## src/rtl/instr_fetch_if.sv

```systemverilog
// Instruction-memory fetch channel: word address and request out, ready and data back.
interface instr_fetch_if #(
  parameter int ADDR_W = 8
);
  logic [ADDR_W-1:0] imem_addr;
  logic              imem_req;
  logic              imem_ready;
  logic [15:0]       imem_rdata;

  modport master (
    output imem_addr,
    output imem_req,
    input  imem_ready,
    input  imem_rdata
  );

  modport slave (
    input  imem_addr,
    input  imem_req,
    output imem_ready,
    output imem_rdata
  );
endinterface

```

## src/rtl/instr_fetch.sv

```systemverilog
// Instruction fetch sequencer: fetches one word into IR, holds it for execute, then
// advances the PC (with optional PC-relative branch) or halts.
//
//   state   | meaning
//   --------+-----------------------------------------------------------------
//   FETCH   | request outstanding at pc; wait for imem_ready, capture into ir
//   EXEC    | ir valid for execute; resolve branch / halt unless stalled
//   HALT    | fetch stopped after a PC_write=0 instruction; only rst exits
module instr_fetch #(
  parameter int              ADDR_W   = 8,
  parameter logic [ADDR_W-1:0] RESET_PC = '0
) (
  input  logic              clk,
  input  logic              rst,
  instr_fetch_if.master     imem,
  output logic [3:0]        Opcode,
  output logic [15:0]       ir,
  output logic              instr_valid,
  input  logic              Branch,
  input  logic              Branch_not,
  input  logic              PC_write,
  input  logic              zero,
  input  logic              stall,
  output logic [ADDR_W-1:0] pc,
  output logic              halted
);

  typedef enum logic [1:0] {
    S_FETCH = 2'd0,
    S_EXEC  = 2'd1,
    S_HALT  = 2'd2
  } state_t;

  state_t            state, state_nxt;
  logic [ADDR_W-1:0] pc_nxt;
  logic [15:0]       ir_nxt;
  logic [ADDR_W-1:0] br_off;
  logic [ADDR_W-1:0] pc_inc;
  logic              taken;

  // Branch offset is ir[7:0] sign-extended, or truncated when the PC is narrower.
  generate
    if (ADDR_W > 8) begin : g_sext
      assign br_off = {{(ADDR_W-8){ir[7]}}, ir[7:0]};
    end else begin : g_trunc
      assign br_off = ir[ADDR_W-1:0];
    end
  endgenerate

  assign pc_inc = pc + ADDR_W'(1);
  assign taken  = (Branch & zero) | (Branch_not & ~zero);

  always_ff @(posedge clk) begin
    if (rst) begin
      state <= S_FETCH;
      pc    <= RESET_PC;
      ir    <= 16'h0000;
    end else begin
      state <= state_nxt;
      pc    <= pc_nxt;
      ir    <= ir_nxt;
    end
  end

  always_comb begin
    state_nxt     = state;
    pc_nxt        = pc;
    ir_nxt        = ir;
    imem.imem_req = 1'b0;
    instr_valid   = 1'b0;
    halted        = 1'b0;
    unique case (state)
      S_FETCH: begin
        imem.imem_req = 1'b1;
        if (imem.imem_ready) begin
          ir_nxt    = imem.imem_rdata;
          state_nxt = S_EXEC;
        end
      end
      S_EXEC: begin
        instr_valid = 1'b1;
        if (!stall) begin
          if (PC_write) begin
            pc_nxt    = taken ? (pc_inc + br_off) : pc_inc;
            state_nxt = S_FETCH;
          end else begin
            state_nxt = S_HALT;
          end
        end
      end
      S_HALT: begin
        halted = 1'b1;
      end
      default: begin
        state_nxt = S_FETCH;
      end
    endcase
  end

  assign imem.imem_addr = pc;
  assign Opcode         = ir[15:12];

endmodule

```

## src/flat_wrapper.sv

```systemverilog
// flat-port wrapper written by rule: the top's interface ports become plain ports
module instr_fetch_flat 
#(
  parameter int              ADDR_W   = 8,
  parameter logic [ADDR_W-1:0] RESET_PC = '0
)
  (clk, rst, Opcode, ir, instr_valid, Branch, Branch_not, PC_write, zero, stall, pc, halted, imem_imem_addr, imem_imem_req, imem_imem_ready, imem_imem_rdata);
  instr_fetch_if #(.ADDR_W(ADDR_W)) imem_i ();
  input  logic clk;
  input  logic rst;
  output logic [3:0] Opcode;
  output logic [15:0] ir;
  output logic instr_valid;
  input  logic Branch;
  input  logic Branch_not;
  input  logic PC_write;
  input  logic zero;
  input  logic stall;
  output logic [ADDR_W-1:0] pc;
  output logic halted;
  output wire logic [$bits(imem_i.imem_addr)-1:0] imem_imem_addr;
  output wire logic [$bits(imem_i.imem_req)-1:0] imem_imem_req;
  input wire logic [$bits(imem_i.imem_ready)-1:0] imem_imem_ready;
  input wire logic [$bits(imem_i.imem_rdata)-1:0] imem_imem_rdata;
  assign imem_imem_addr = imem_i.imem_addr;
  assign imem_imem_req = imem_i.imem_req;
  assign imem_i.imem_ready = imem_imem_ready;
  assign imem_i.imem_rdata = imem_imem_rdata;
  instr_fetch #(.ADDR_W(ADDR_W), .RESET_PC(RESET_PC)) u_core (.clk(clk), .rst(rst), .imem(imem_i), .Opcode(Opcode), .ir(ir), .instr_valid(instr_valid), .Branch(Branch), .Branch_not(Branch_not), .PC_write(PC_write), .zero(zero), .stall(stall), .pc(pc), .halted(halted));
endmodule
```

## config.mk

```make
export PLATFORM = sky130hd
export DESIGN_NAME = instr_fetch_flat
export DESIGN_NICKNAME = d
export VERILOG_FILES = /design/src/rtl/instr_fetch_if.sv /design/src/rtl/instr_fetch.sv /design/src/flat_wrapper.sv
export SDC_FILE = /design/constraint.sdc
export NUM_CORES = 1
export LEC_CHECK = 0
export CELL_PAD_IN_SITES_DETAIL_PLACEMENT = 1
export CELL_PAD_IN_SITES_GLOBAL_PLACEMENT = 1
export CORE_ASPECT_RATIO = 1.2
export CORE_UTILIZATION = 29
export CTS_CLUSTER_DIAMETER = 100
export DETAILED_ROUTE_END_ITERATION = 16
export HOLD_SLACK_MARGIN = 0.06
export PLACE_DENSITY_LB_ADDON = 0.1
export SYNTH_ARGS = -nofsm -noshare
export SYNTH_HDL_FRONTEND = slang
export SYNTH_SLANG_ARGS = --single-unit
```

## constraint.sdc

```tcl
create_clock -name clk -period 4 [get_ports clk]
set_input_delay 0.8 -clock clk [delete_from_list [all_inputs] [get_ports clk]]
set_output_delay 0.8 -clock clk [all_outputs]
set_load 0.02 [all_outputs]
```

==> run metrics, run 1 <==
delay of the slowest critical-path stage 0.51 ns; num rows 29; Startpoint Class register; post-synth top area cell dfxtp_1; r2r endpoint u_core.imem.imem_addr[7]$_SDFFE_PP0P_; Setup crit end kind register; num ports 63; Leakage 0.0008511 µW; drt wl/cell 13.63 µm; GR Overflow Total 0; FMAX 380.5 MHz; Die Span Y 82.61 µm; Synth Register Bits 26; TritonRoute pass-1 iters 4; first-pass GRT wire length 6.955 mm; CP Max Fanout 8; 1st-iter DRT viols 39; latest clock arrival within the worst-skew pair 0.27 ns; # DRC 0; CTS max path bufs 2; CTS Buf Count 3; cell mode on critical path ha_1; Worst Path Required 4.15 ns; Seq/Total Area, Yosys 0.3315; Max Cap Viol 0; r2r setup slk 1.37 ns; worst path arrival time 2.77 ns; vias in the first global route 1,504; full die area 0.005715 mm²; Starting Density 0.2985; peak supply drop 0.1443 mV; final hold vios 0; ANT cells 0; total vias in the final route 1,522; FF-to-FF path depth 9; Syn-to-layout area delta 39.44%; Syn Inst Count 197; RSZ-0062 raised after global routing no; most common cell in the netlist nand2_1; HP Class register to register; CTS sink count 26; Final Max Tran Viols 0; Critical Path, Cell by Cell ha_1 -> nand3_1 -> xnor2_1 -> ha_1 -> nand2_1 -> o31ai_1 -> o21ai_0 -> o22ai_1 -> o2111ai_1; initial antenna violation count 0; Root Driver clkbuf_8; HPWL after detailed placement 3.097 mm; crit path time final 2.628 ns; Reg clk slew, reported paths 0.09 ns; Post-Syn Area 0.001570 mm²; hold path cells 2; Post-CTS Hold Buffers 0; reg-to-reg critical path startpoint u_core.imem.imem_addr[0]$_SDFFE_PP0P_; outcome complete, no violations; min-delay src u_core.ir[8]$_SDFFE_PP0P_; final setup fails 0; Hold EP u_core.ir[8]$_SDFFE_PP0P_; CP Class register to register; synthesis warning total 0; post_cts resized 0; clock skew 0.004796 ns; WP buf/inv 0; GRT Total Usage 0.1506; antenna viol nets, final 0; Post-synth EDFFs 0; ys flop type dfxtp_1; Post-synth top cells 47 x nand2_1, 26 x dfxtp_1, 25 x a21oi_1; final hold slack 0.4676 ns; Mapped Avg Cell Area 7.971 µm²; Final Cycle Share 0.6570; Post-CTS Repair Setup Buffers 0; final setup TNS 0 ns; H-tree Lvls 1; placer congestion estimate 0.7507; Synth cell types 42; slowest stage cell, crit path o31ai_1; core area 0.005261 mm²; asr flop ratio synth 0; Fillers 642; chip width 69.18 µm; vias per inst 4.974; share of the synthesized area in the top cell type 0.3315; wirelength, routed 4.172 mm; largest net degree at the start of global routing 31; Pwr Density 299.9 mW/mm²; measured slew at the worst slew-check pin 0.6461 ns; layout net count 280; # port buffers 62; CTS tree done; share of cells above drive strength 1 0.04098; net count after synthesis 231; cells taking the most area after synthesis dfxtp_1 33%, nand2_1 11%, a21oi_1 8.0%; CP top delay family compound AO/OA/AOI/OAI gates; Slew HR 0.5570
## state kept, by name, summed over array words and instances (netlist names)
name,count
u_core.state,2
u_core.ir,16
u_core.imem.imem_addr,8
## cell usage in the layout (no fill, tap or decap), types with 2 or more instances in the layout
| cell | synthesis | routed |
|---|---|---|
| xor2_1 | 4 | 4 |
| dfxtp_1 | 26 | 26 |
| and3_1 | 2 | 2 |
| and2b_1 | 2 | 2 |
| o21ai_0 | 6 | 6 |
| nand2_1 | 47 | 47 |
| ha_1 | 9 | 9 |
| a21oi_1 | 25 | 25 |
| clkbuf_8 | 0 | 3 |
| a311oi_1 | 3 | 3 |
| xnor2_1 | 5 | 5 |
| clkdlybuf4s50_1 | 0 | 62 |
| a22oi_1 | 2 | 2 |
| nand3_1 | 3 | 3 |
| nand3b_1 | 2 | 2 |
| inv_1 | 2 | 2 |
| mux2i_1 | 3 | 3 |
| nor2_1 | 13 | 13 |
| a211oi_1 | 2 | 2 |
## worst max-delay path by stage
stage / startpoint / to / slack (ns) / cells after the start
CTS: u_core.imem.imem_addr[0]$_SDFFE_PP0P_ / u_core.imem.imem_addr[7]$_SDFFE_PP0P_ / 1.37 / 9
global route: u_core.imem.imem_addr[0]$_SDFFE_PP0P_ / u_core.imem.imem_addr[7]$_SDFFE_PP0P_ / 1.11 / 9
finish: u_core.imem.imem_addr[0]$_SDFFE_PP0P_ / u_core.imem.imem_addr[7]$_SDFFE_PP0P_ / 1.37 / 9
floorplan: u_core.imem.imem_addr[0]$_SDFFE_PP0P_ / u_core.imem.imem_addr[7]$_SDFFE_PP0P_ / 1.64 / 9
detailed placement: zero / u_core.imem.imem_addr[7]$_SDFFE_PP0P_ / 1.38 / 6
global placement: zero / u_core.imem.imem_addr[7]$_SDFFE_PP0P_ / 1.32 / 6
## cells by family after synthesis
family                   after synthesis  synth area share
adder cells (fa/ha/maj)               10           0.08446
buffers and inverters                 21           0.08606
multiplexers                           4           0.02630
AO/OA/AOI/OAI                         46            0.1737
XOR/XNOR                               9           0.05020
AND/OR/NAND/NOR                       81            0.2478
flip-flops                            26            0.3315
## routing by layer
metal,up-vias,global-route usage,wire length [µm]
li1,767,-,-
met1,710,0.1788,1941
met2,43,0.2777,2003
met3,2,0.02913,199
met4,0,0.04286,28
met5,-,0,0
## area by class of cell
cell class,instances,area (µm²),area share
tap,62,77.57,0.03543
inverter,2,7.507,0.003429
timing repair buffer,63,628.1,0.2869
multi-input combinational,150,914.6,0.4177
clock buffer,3,41.29,0.01886
sequential,26,520.5,0.2377
## tightest hold or removal path: stages, from the launching register on
cell	delay, ns
dfxtp_1	0.32
nand2_1	0.05
a21oi_1	0.06
## report_power, final
part           switching, µW  total, µW  internal (µW)
combinational            101        204            103
clock                   85.1        153           67.6
sequential              22.5        300            278
total                    209        657            448
## per-stage QoR
step	util	setup slack [ns]	total power (µW)	area, µm²	instances
after floorplan	-	1.640	425.0	1570	197
final	0.4162	1.372	656.7	2190	306
after global routing	0.4162	1.114	697.8	2190	306
after CTS	0.4162	1.373	667.3	2190	306
after detailed placement	0.4083	1.382	512.4	2148	303
after global placement	0.4083	1.322	510.8	2148	303
Note: power is estimated with default switching activity, not from simulation.
==> run 2, diff against run 1 <==
CORE_UTILIZATION = 27   (was 29)
clock period = 2.2 ns   (was 4 ns; I/O delays follow)
==> run metrics, run 2 (synthesized netlist as in run 1, its figures left out) <==
placed insts 319 (was 303); outcome complete, no violations (unchanged); CTS max path bufs 2 (unchanged); # DRC 0 (unchanged); placer congestion estimate 0.7729 (was 0.7507); core area 0.005630 mm² (was 0.005261 mm²); total vias in the final route 1,600 (was 1,522); layout net count 295 (was 280); GR Overflow Total 0 (unchanged); HP Class register to register (unchanged); latest clock arrival within the worst-skew pair 0.27 ns (about the same); final setup fails 0 (unchanged); final hold slack 0.4600 ns (was 0.4676 ns); Starting Density 0.2789 (was 0.2985); measured slew at the worst slew-check pin 0.5688 ns (was 0.6461 ns); commonest non-fill, non-tap cells in the layout 62 x clkdlybuf4s50_1, 45 x nand2_1, 22 x a21oi_1, 22 x dfxtp_1, 15 x buf_4 (was 62 x clkdlybuf4s50_1, 47 x nand2_1, 26 x dfxtp_1, 25 x a21oi_1, 13 x nor2_1); max reg flops 16 (unchanged); vias in the first global route 1,466 (was 1,504); ANT cells 0 (unchanged); num ports 63 (unchanged); Final Max Tran Viols 0 (unchanged); wirelength, routed 4.653 mm (was 4.172 mm); CTS tree done (unchanged); Max Cap Viol 0 (unchanged); clock skew 0.004913 ns (was 0.004796 ns); HPWL after detailed placement 3.512 mm (was 3.097 mm); Root Driver clkbuf_8 (unchanged); share of cells above drive strength 1 0.1923 (was 0.04098); Post-CTS Hold Buffers 0 (unchanged); num rows 30 (was 29); final hold vios 0 (unchanged); Reg clk slew, reported paths 0.09 ns (about the same); RSZ-0062 raised after global routing yes (was no); TritonRoute pass-1 iters 4 (unchanged); footprint of the multi-input gates 0.001082 mm² (was 914.6 µm²); Setup crit end kind register (unchanged); Finished Layout Cells 324 (was 306); # port buffers 62 (unchanged); initial antenna violation count 0 (unchanged); crit path time final 2.121 ns (was 2.628 ns); GRT Total Usage 0.1483 (was 0.1506); Startpoint Class register (unchanged); worst path arrival time 2.28 ns (was 2.77 ns); peak supply drop 0.3335 mV (was 0.1443 mV); Leakage 0.0009582 µW (was 0.0008511 µW); DP Worst Slack -0.06695 ns (was 1.382 ns); CP Class register to register (unchanged); CTS Buf Count 3 (unchanged); chip width 71.62 µm (was 69.18 µm); Syn-to-layout area delta 59.20% (was 39.44%); Fillers 670 (was 642); Pwr Density 508.4 mW/mm² (was 299.9 mW/mm²); CP Max Fanout 4 (was 8); H-tree Lvls 1 (unchanged); antenna viol nets, final 0 (unchanged); Most flops, register u_core.ir (unchanged); vias per inst 4.938 (was 4.974); commonest non-fill, non-tap cell in the layout clkdlybuf4s50_1 (unchanged); Finished Cell Area 0.002500 mm² (was 0.002190 mm²); DP Area 0.002266 mm² (was 0.002148 mm²); CTS sink count 26 (unchanged); 1st-iter DRT viols 26 (was 39); full die area 0.006126 mm² (was 0.005715 mm²); Slew HR 0.6199 (was 0.5570); largest net degree at the start of global routing 21 (was 31); Die Span Y 85.54 µm (was 82.61 µm); FMAX 471.5 MHz (was 380.5 MHz); Worst Path Required 2.36 ns (was 4.15 ns); register area 530.5 µm² (was 520.5 µm²); Final Cycle Share 0.9641 (was 0.6570); first-pass GRT wire length 7.293 mm (was 6.955 mm); worst setup margin 0.07906 ns (was 1.372 ns); drt wl/cell 14.36 µm (was 13.63 µm)
## run 2: path summary, 6_finish.rpt
kind,start,end,slack [ns],cells after the start
setup / recovery,u_core.imem.imem_addr[0]$_SDFFE_PP0P_,u_core.imem.imem_addr[4]$_SDFFE_PP0P_,0.08,10
hold reg to reg,u_core.ir[11]$_SDFFE_PP0P_,u_core.ir[11]$_SDFFE_PP0P_,0.46,2
setup reg to reg,u_core.imem.imem_addr[0]$_SDFFE_PP0P_,u_core.imem.imem_addr[4]$_SDFFE_PP0P_,0.08,10
hold / removal,u_core.ir[11]$_SDFFE_PP0P_,u_core.ir[11]$_SDFFE_PP0P_,0.46,2
## run 2: what timing repair did
item / 4_1_cts / 5_1_grt
pin swaps: 5 / 14
resized for setup: 7 / 23
endpoints found under the setup margin: 2 / 4
buffers inserted: 0 / 1
## run 2: final cells by class
cell class	instances	share of cell area
clock buffers	4	0.02202
multi-input cells	150	0.4329
repair buffers	78	0.2978
well taps	64	0.03203
inverters	2	0.003003
flip-flops and latches	26	0.2122
## run 2: through the flow
| step | total power [µW] | utilization | setup TNS, ns |
|---|---|---|---|
| floorplan | 774.0 | - | 0 |
| CTS | 1281 | 0.4187 | 0 |
| detailed placement | 951.8 | 0.4024 | -0.06695 |
| finish | 1271 | 0.4440 | 0 |
| global placement | 949.6 | 0.4024 | 0 |
| global route | 1361 | 0.4440 | -0.1269 |
## run 2: worst max-delay path, stage by stage (launching register included)
cell and delay (ns):
dfxtp_4 0.38, buf_4 0.13, nand3_1 0.11, xnor2_2 0.18, ha_1 0.33, buf_4 0.12
inv_1 0.03, o21bai_1 0.16, xor2_1 0.18, nand2_1 0.07, a311oi_1 0.32
## run 2: routing by layer
| layer | share of wire | routed length (µm) | track usage | up-vias |
|---|---|---|---|---|
| met3 | 0.038 | 176 | 0.02233 | 2 |
| met4 | 0.0058 | 27 | 0.02139 | 0 |
| met2 | 0.51 | 2371 | 0.2616 | 39 |
| met5 | 0 | 0 | 0 | - |
| li1 | - | - | - | 803 |
| met1 | 0.45 | 2079 | 0.1946 | 756 |
## run 2: power by group
| part | switching [µW] | internal (µW) |
|---|---|---|
| Clock | 155 | 160 |
| Combinational | 199 | 213 |
| Sequential | 39.9 | 504 |
==> run 3, diff against run 2 <==
SKIP_CTS_REPAIR_TIMING = 1   (was default)
==> run metrics, run 3 (synthesized netlist as in run 1, its figures left out) <==
num ports 63 (unchanged); final hold slack 0.4614 ns (was 0.4600 ns); Syn-to-layout area delta 55.70% (was 59.20%); total vias in the final route 1,618 (was 1,600); Max Cap Viol 0 (unchanged); measured slew at the worst slew-check pin 0.5805 ns (was 0.5688 ns); HPWL after detailed placement 3.512 mm (unchanged); crit path time final 2.159 ns (was 2.121 ns); final setup fails 0 (unchanged); worst path arrival time 2.36 ns (was 2.28 ns); RSZ-0062 raised after global routing yes (unchanged); outcome complete, no violations (unchanged); commonest non-fill, non-tap cell in the layout clkdlybuf4s50_1 (unchanged); initial antenna violation count 0 (unchanged); Die Span Y 85.54 µm (unchanged); # port buffers 62 (unchanged); TritonRoute pass-1 iters 4 (unchanged); Most flops, register u_core.ir (unchanged); placer congestion estimate 0.7729 (unchanged); Final Max Tran Viols 0 (unchanged); Reg clk slew, reported paths 0.10 ns (was 0.09 ns); Starting Density 0.2789 (unchanged); largest net degree at the start of global routing 21 (unchanged); H-tree Lvls 1 (unchanged); slowest stage cell, crit path dfxtp_2 (was dfxtp_4); final core occ 0.4342 (was 0.4440); Slew HR 0.6120 (was 0.6199); chip width 71.62 µm (unchanged); share of cells above drive strength 1 0.1846 (was 0.1923); Startpoint Class register (unchanged); CP Class register to register (unchanged); core area 0.005630 mm² (unchanged); vias per inst 4.994 (was 4.938); full die area 0.006126 mm² (unchanged); num rows 30 (unchanged); GR Overflow Total 0 (unchanged); DP Worst Slack -0.06695 ns (unchanged); 1st-iter DRT viols 36 (was 26); Leakage 0.0009521 µW (was 0.0009582 µW); CTS max path bufs 2 (unchanged); # DRC 0 (unchanged); Worst Path Required 2.40 ns (was 2.36 ns); delay of the slowest critical-path stage 0.38 ns (about the same); latest clock arrival within the worst-skew pair 0.27 ns (about the same); ANT cells 0 (unchanged); Critical Path, Cell by Cell ha_4 -> nand3_4 -> xnor2_2 -> ha_1 -> a21oi_2 -> o31ai_4 -> and4b_1 -> a211o_1 -> o2111ai_1 (was buf_4 -> nand3_1 -> xnor2_2 -> ha_1 -> buf_4 -> inv_1 -> o21bai_1 -> xor2_1 -> nand2_1 -> a311oi_1); vias in the first global route 1,470 (was 1,466); clock skew 0.005555 ns (was 0.004913 ns); final hold vios 0 (unchanged); Setup crit end kind register (unchanged); peak supply drop 0.3357 mV (was 0.3335 mV); CTS sink count 26 (unchanged); Final Cycle Share 0.9812 (was 0.9641); GRT Total Usage 0.1456 (was 0.1483); max reg flops 16 (unchanged); Root Driver clkbuf_8 (unchanged); drt wl/cell 14.19 µm (was 14.36 µm); CTS tree done (unchanged); HP Class register to register (unchanged); first-pass GRT wire length 7.169 mm (was 7.293 mm); worst setup margin 0.04130 ns (was 0.07906 ns); CTS Buf Count 3 (unchanged); layout net count 295 (unchanged); CP Max Fanout 3 (was 4); wirelength, routed 4.596 mm (was 4.653 mm); antenna viol nets, final 0 (unchanged); commonest non-fill, non-tap cells in the layout 62 x clkdlybuf4s50_1, 45 x nand2_1, 22 x a21oi_1, 22 x dfxtp_1, 15 x buf_4 (unchanged); Pwr Density 523.0 mW/mm² (was 508.4 mW/mm²); FMAX 463.2 MHz (was 471.5 MHz)
## run 3: metrics by stage
stage	power (µW)	instances	instance area, µm²	setup TNS (ns)
finish	1279	324	2445	0
global placement	949.6	319	2266	0
floorplan	774.0	197	1580	0
detailed placement	951.8	319	2266	-0.06695
CTS	1277	323	2321	-0.1113
global route	1355	324	2445	-0.1637
## run 3: power breakdown
part / internal [µW] / switching (µW) / total (µW)
combinational: 209 / 198 / 408
sequential: 505 / 38.3 / 543
clock: 160 / 167 / 328
total: 875 / 404 / 1280
## run 3: cell type report
| cell class | instances | area (µm²) |
|---|---|---|
| Sequential cell | 26 | 528.0 |
| Timing Repair Buffer | 78 | 744.5 |
| Clock buffer | 4 | 55.05 |
| Multi-Input combinational cell | 150 | 1030 |
| Tap cell | 64 | 80.08 |
| Inverter | 2 | 7.507 |
| Fill cell | 681 | 3186 |
## run 3: routing by layer
layer  global-route usage  share of wire  vias to the layer above
met5                    0              0                        -
met4              0.02139         0.0059                        0
met1               0.1858           0.44                      766
met2               0.2624           0.51                       45
li1                     -              -                      805
met3              0.02233          0.043                        2
## run 3: path summary, 6_finish.rpt
check        cells past startpoint                                     to  slack [ns]                                  start
max                              9  u_core.imem.imem_addr[7]$_SDFFE_PP0P_        0.04  u_core.imem.imem_addr[1]$_SDFFE_PP0P_
min                              2             u_core.ir[11]$_SDFFE_PP0P_        0.46             u_core.ir[11]$_SDFFE_PP0P_
max reg2reg                      9  u_core.imem.imem_addr[7]$_SDFFE_PP0P_        0.04  u_core.imem.imem_addr[1]$_SDFFE_PP0P_
min reg2reg                      2             u_core.ir[11]$_SDFFE_PP0P_        0.46             u_core.ir[11]$_SDFFE_PP0P_
## run 3: worst max-delay path, delay by kind of cell, from the launching register on
kind / cells / cell delay (ns)
adders and majority gates: 2 / 0.51
DFF: 1 / 0.38
AOI/OAI and AO/OA: 4 / 0.73
and+or+nand+nor: 2 / 0.31
xor gates and xnor gates: 1 / 0.15
==> variant 1: new RTL, flow settings as in run 3 <==
`ADDR_W` is set to 8 in 3 places; all go to 9.
--- a/src/rtl/instr_fetch_if.sv
+++ b/src/rtl/instr_fetch_if.sv
@@ -1,6 +1,6 @@
 // Instruction-memory fetch channel: word address and request out, ready and data back.
 interface instr_fetch_if #(
-  parameter int ADDR_W = 8
+  parameter int ADDR_W = 9
 );
   logic [ADDR_W-1:0] imem_addr;
   logic              imem_req;
--- a/src/rtl/instr_fetch.sv
+++ b/src/rtl/instr_fetch.sv
@@ -7,7 +7,7 @@
 //   EXEC    | ir valid for execute; resolve branch / halt unless stalled
 //   HALT    | fetch stopped after a PC_write=0 instruction; only rst exits
 module instr_fetch #(
-  parameter int              ADDR_W   = 8,
+  parameter int              ADDR_W   = 9,
   parameter logic [ADDR_W-1:0] RESET_PC = '0
 ) (
   input  logic              clk,
--- a/src/flat_wrapper.sv
+++ b/src/flat_wrapper.sv
@@ -1,7 +1,7 @@
 // flat-port wrapper written by rule: the top's interface ports become plain ports
 module instr_fetch_flat 
 #(
-  parameter int              ADDR_W   = 8,
+  parameter int              ADDR_W   = 9,
   parameter logic [ADDR_W-1:0] RESET_PC = '0
 )
   (clk, rst, Opcode, ir, instr_valid, Branch, Branch_not, PC_write, zero, stall, pc, halted, imem_imem_addr, imem_imem_req, imem_imem_ready, imem_imem_rdata);
Interface: changed (resized imem_imem_addr and pc); port bits go from 63 to 65. No check against the original RTL was run, so the function may have changed too.
==> variant 1 against run 3 <==
The flow now finishes with violations (negative setup slack); final cell count grew 19%; wire length grew 19%; cell area grew 18%; worst hold slack gained 0.0044 ns; sequential cell count grew 1; setup slack lost 0.37 ns; area after synthesis grew 7.3%; power shrank 6.8%; clock power shrank 7.6%; sequential power shrank 2%; combinational power shrank 13%; first-iteration DRC count shrank 2.8%.
==> variant 1: results (changes against run 3) <==
[timing]
setup_slack_ns=-0.326  ; was 0.0413 ns
setup_viol=5  ; was 0
skew_ns=0.00106  ; was 0.00556 ns
tightest_slew_ns=0.563  ; was 0.581 ns

[grt]
grt_util_met2_pct=28.1  ; was 26.2%
met3_usage_pct=3.53  ; was 2.23%
grt_pass1_vias=1718  ; was 1470
grt_pass1_wl_um=8150  ; was 7170 µm
grt_max_degree=19  ; was 21
grt_usage_pct=16.3  ; was 14.6%

[synthesis]
synth_xor_area_share_pct=5.20  ; was 5.02%
syn_nets=253  ; was 231
avgSynthCellArea_um2=7.73  ; was 7.97 µm²
synth_top_area_share_pct=32.1  ; was 33.1%
synth.top_cells.by_count=nand2_1, a21oi_1, dfxtp_1  ; was nand2_1, dfxtp_1, a21oi_1
yosysSeqAreaShare_pct=32.1  ; was 33.1%
synthTopCellsByArea=dfxtp_1, nand2_1, a21oi_1, ha_1, buf_4  ; unchanged
synth_compound_area_share_pct=17.5  ; was 17.4%
ys_types=39  ; was 42
synth.area.mux_share_pct=3.12  ; was 2.63%

[place]
dp_slack_ns=-0.410  ; was -0.0670 ns
dpl_cell_area_um2=2580  ; was 2270 µm²
gp_congestion=0.759  ; was 0.773
portBuffers=64  ; was 62
hpwl_um=3930  ; was 3510 µm

[routing]
drt_wl_total_um=5460  ; was 4600 µm
viasPerCell=4.64  ; was 4.99
met1Wirelength_um=2360  ; was 2020 µm
met3_wirelength_um=263  ; was 197 µm
drt_iter0_markers=35  ; was 36
met2_length_um=2740  ; was 2350 µm

[cells_and_area]
nets=340  ; was 295
final_layout_size_suffix_gt1_share_pct=26.0  ; was 18.5%
multi_input_area_share_pct=41.6  ; was 42.1%
n_all_inverters=7  ; was 2
clkCellAreaFrac_pct=1.57  ; was 2.25%
seq_area_um2=551  ; was 528 µm²
fill_cells=717  ; was 681
area_share_nonclk_buffers_pct=33.1  ; was 30.5%

[worst_setup_path]
timing.critical_path.to=u_core.imem.imem_addr[8]  ; was u_core.imem.imem_addr[7]
critPathMaxFanout=7  ; was 3
ff2ff_path_depth=10  ; was 9
crit_arrival_ns=2.70  ; was 2.36 ns
rr_startpoint=u_core.imem.imem_addr[0]  ; was u_core.imem.imem_addr[1]

[hold_path]
min_from=u_core.ir[10]  ; was u_core.ir[11]
whs_endpoint=u_core.ir[10]  ; was u_core.ir[11]

[pwr]
p_clk_w=0.000303  ; was 0.000328 W
p_leak_nw=1.13  ; was 0.952 nW
power_frac_comb_pct=29.7  ; was 31.9%
total_power_w=0.00119  ; was 0.00128 W
max-vdd-ir-drop_uv=229  ; was 336 µV
intPower_w=0.000823  ; was 0.000875 W

[clock_tree]
clock-sinks=27  ; was 26

[run_status]
status=finished with violations  ; was complete, no violations
failed_checks=negative setup slack

-- variant 1: cell count changes after synthesis, moves of 3 or more --
cell	delta
inv_1	+5
a21oi_1	+3
clkbuf_1	+3
nand2_1	-3
nand3_1	+3
o21a_1	+3
o21ai_0	+3
-- variant 1: per-stage QoR --
step | util (%) | hold slack, ns | cells | setup TNS, ns
floorplan | - | 0.515 | 218 | -0.371
global placement | 42.9 | 0.443 | 375 | -0.514
detailed placement | 42.9 | 0.449 | 375 | -0.587
CTS | 43.7 | 0.466 | 379 | -0.726
global route | 47.8 | 0.487 | 386 | -1.01
finish | 47.8 | 0.466 | 386 | -0.485
-- variant 1: worst max-delay path: stages (launching register included) --
cell,delay [ns]
dfxtp_4,0.38
ha_4,0.16
buf_6,0.12
xor2_2,0.14
ha_1,0.31
nor2b_4,0.18
o2111ai_4,0.16
a221o_1,0.35
nand4_2,0.10
mux2i_1,0.19
mux2_1,0.33
==> variant 2: new RTL, flow settings as in run 3 <==
Without the edit above. The 3 states of `state_t` get a one-hot encoding in 3 bits.
--- a/src/rtl/instr_fetch.sv
+++ b/src/rtl/instr_fetch.sv
@@ -25,10 +25,10 @@
   output logic              halted
 );
 
-  typedef enum logic [1:0] {
-    S_FETCH = 2'd0,
-    S_EXEC  = 2'd1,
-    S_HALT  = 2'd2
+  typedef enum logic [2:0] {
+    S_FETCH = 3'b001,
+    S_EXEC  = 3'b010,
+    S_HALT  = 3'b100
   } state_t;
 
   state_t            state, state_nxt;
Check against the original RTL: same outputs for any inputs over 10 cycles, from zero or initial values and one cycle with rst high; not proved beyond that.
==> variant 2 against run 3 <==
The flow now finishes with violations (negative setup slack); count of clock-buffer cells in the layout is the same; wire length grew 0.44%; cell area grew 7.6%; power shrank 13%; sequential cell count grew 1; setup slack lost 0.33 ns; core utilization grew 2.7 points; area after synthesis grew 2.8%; sequential power shrank 2%; critical endpoint unchanged.
==> variant 2: results (changes against run 3) <==
[cells_and_area]
n_all_buffers=92  ; was 78
multi_input_cells=148  ; was 150
post-route-util_pct=46.1  ; was 43.4%
seq_share_pct=21.0  ; was 21.6%
clkCellAreaFrac_pct=1.71  ; was 2.25%
area_share_nonclk_buffers_pct=32.6  ; was 30.5%
fill_cells=686  ; was 681
nets=312  ; was 295
final_layout_size_suffix_gt1_share_pct=23.8  ; was 18.5%

[place]
hpwl_um=3480  ; was 3510 µm
gp_congestion=0.696  ; was 0.773
dpl_cell_area_um2=2440  ; was 2270 µm²
dp_slack_ns=-0.300  ; was -0.0670 ns

[pwr]
max-vdd-ir-drop_uv=191  ; was 336 µV
p_leak_nw=1.02  ; was 0.952 nW
intPower_w=0.000784  ; was 0.000875 W

[timing]
setup_slack_ns=-0.285  ; was 0.0413 ns
whs_ns=0.458  ; was 0.461 ns
tns_ns=-0.533  ; was 0 ns
setup_viol=3  ; was 0

[hold_path]
min_from=u_core.ir[9]  ; was u_core.ir[11]
whs_endpoint=u_core.ir[9]  ; was u_core.ir[11]

[run_status]
failed_checks=negative setup slack
status=finished with violations  ; was complete, no violations

[worst_setup_path]
ff2ff_path_depth=10  ; was 9
rr_startpoint=u_core.imem.imem_addr[0]  ; was u_core.imem.imem_addr[1]

[synthesis]
synth.area.mux_share_pct=4.73  ; was 2.63%
synthAdderAreaFrac_pct=8.22  ; was 8.45%
synth_xor_area_share_pct=4.88  ; was 5.02%
synth_compound_area_share_pct=16.5  ; was 17.4%
synthTopCellsByArea=dfxtp_1, nand2_1, a21oi_1, ha_1, buf_4  ; unchanged
synth.top_cells.by_count=nand2_1, dfxtp_1, a21oi_1  ; unchanged
yosysSeqAreaShare_pct=33.5  ; was 33.1%
ys_ff_latch=27  ; was 26

[grt]
grt_max_degree=17  ; was 21
grt_util_met2_pct=24.8  ; was 26.2%
grt_pass1_vias=1523  ; was 1470
grt_usage_pct=14.5  ; was 14.6%

[routing]
met3_wirelength_um=194  ; was 197 µm
drt_pre_antenna_iters=2  ; was 4
via_count=1606  ; was 1618
met2_length_um=2260  ; was 2350 µm

## variant 2: changes by cell type after synthesis, sizes merged, moves of 2 or more
| cell | before | now |
|---|---|---|
| xnor2 | 5 | 7 |
| nand2b | 0 | 2 |
| buf | 14 | 16 |
| mux2i | 3 | 5 |
| nor3b | 0 | 2 |
| inv | 2 | 6 |
| and2b | 2 | 0 |
| xor2 | 4 | 2 |
| nand3 | 3 | 6 |
## variant 2: cell families after synthesis
family,after synthesis
buffers and inverters,27
xor gates and xnor gates,9
AOI/OAI and AO/OA,43
and+or+nand+nor,79
muxes,7
adders and majority gates,10
DFF,27
## variant 2: power by group through the flow
| stage | Clock (W) | Sequential, W | Combinational (W) |
|---|---|---|---|
| after floorplan | 0 | 0.000562 | 0.000114 |
| after global placement | 0 | 0.000541 | 0.000271 |
| after detailed placement | 0 | 0.000541 | 0.000273 |
| after CTS | 0.000318 | 0.000529 | 0.000274 |
| after global routing | 0.000335 | 0.000534 | 0.000305 |
| final | 0.000299 | 0.000530 | 0.000280 |
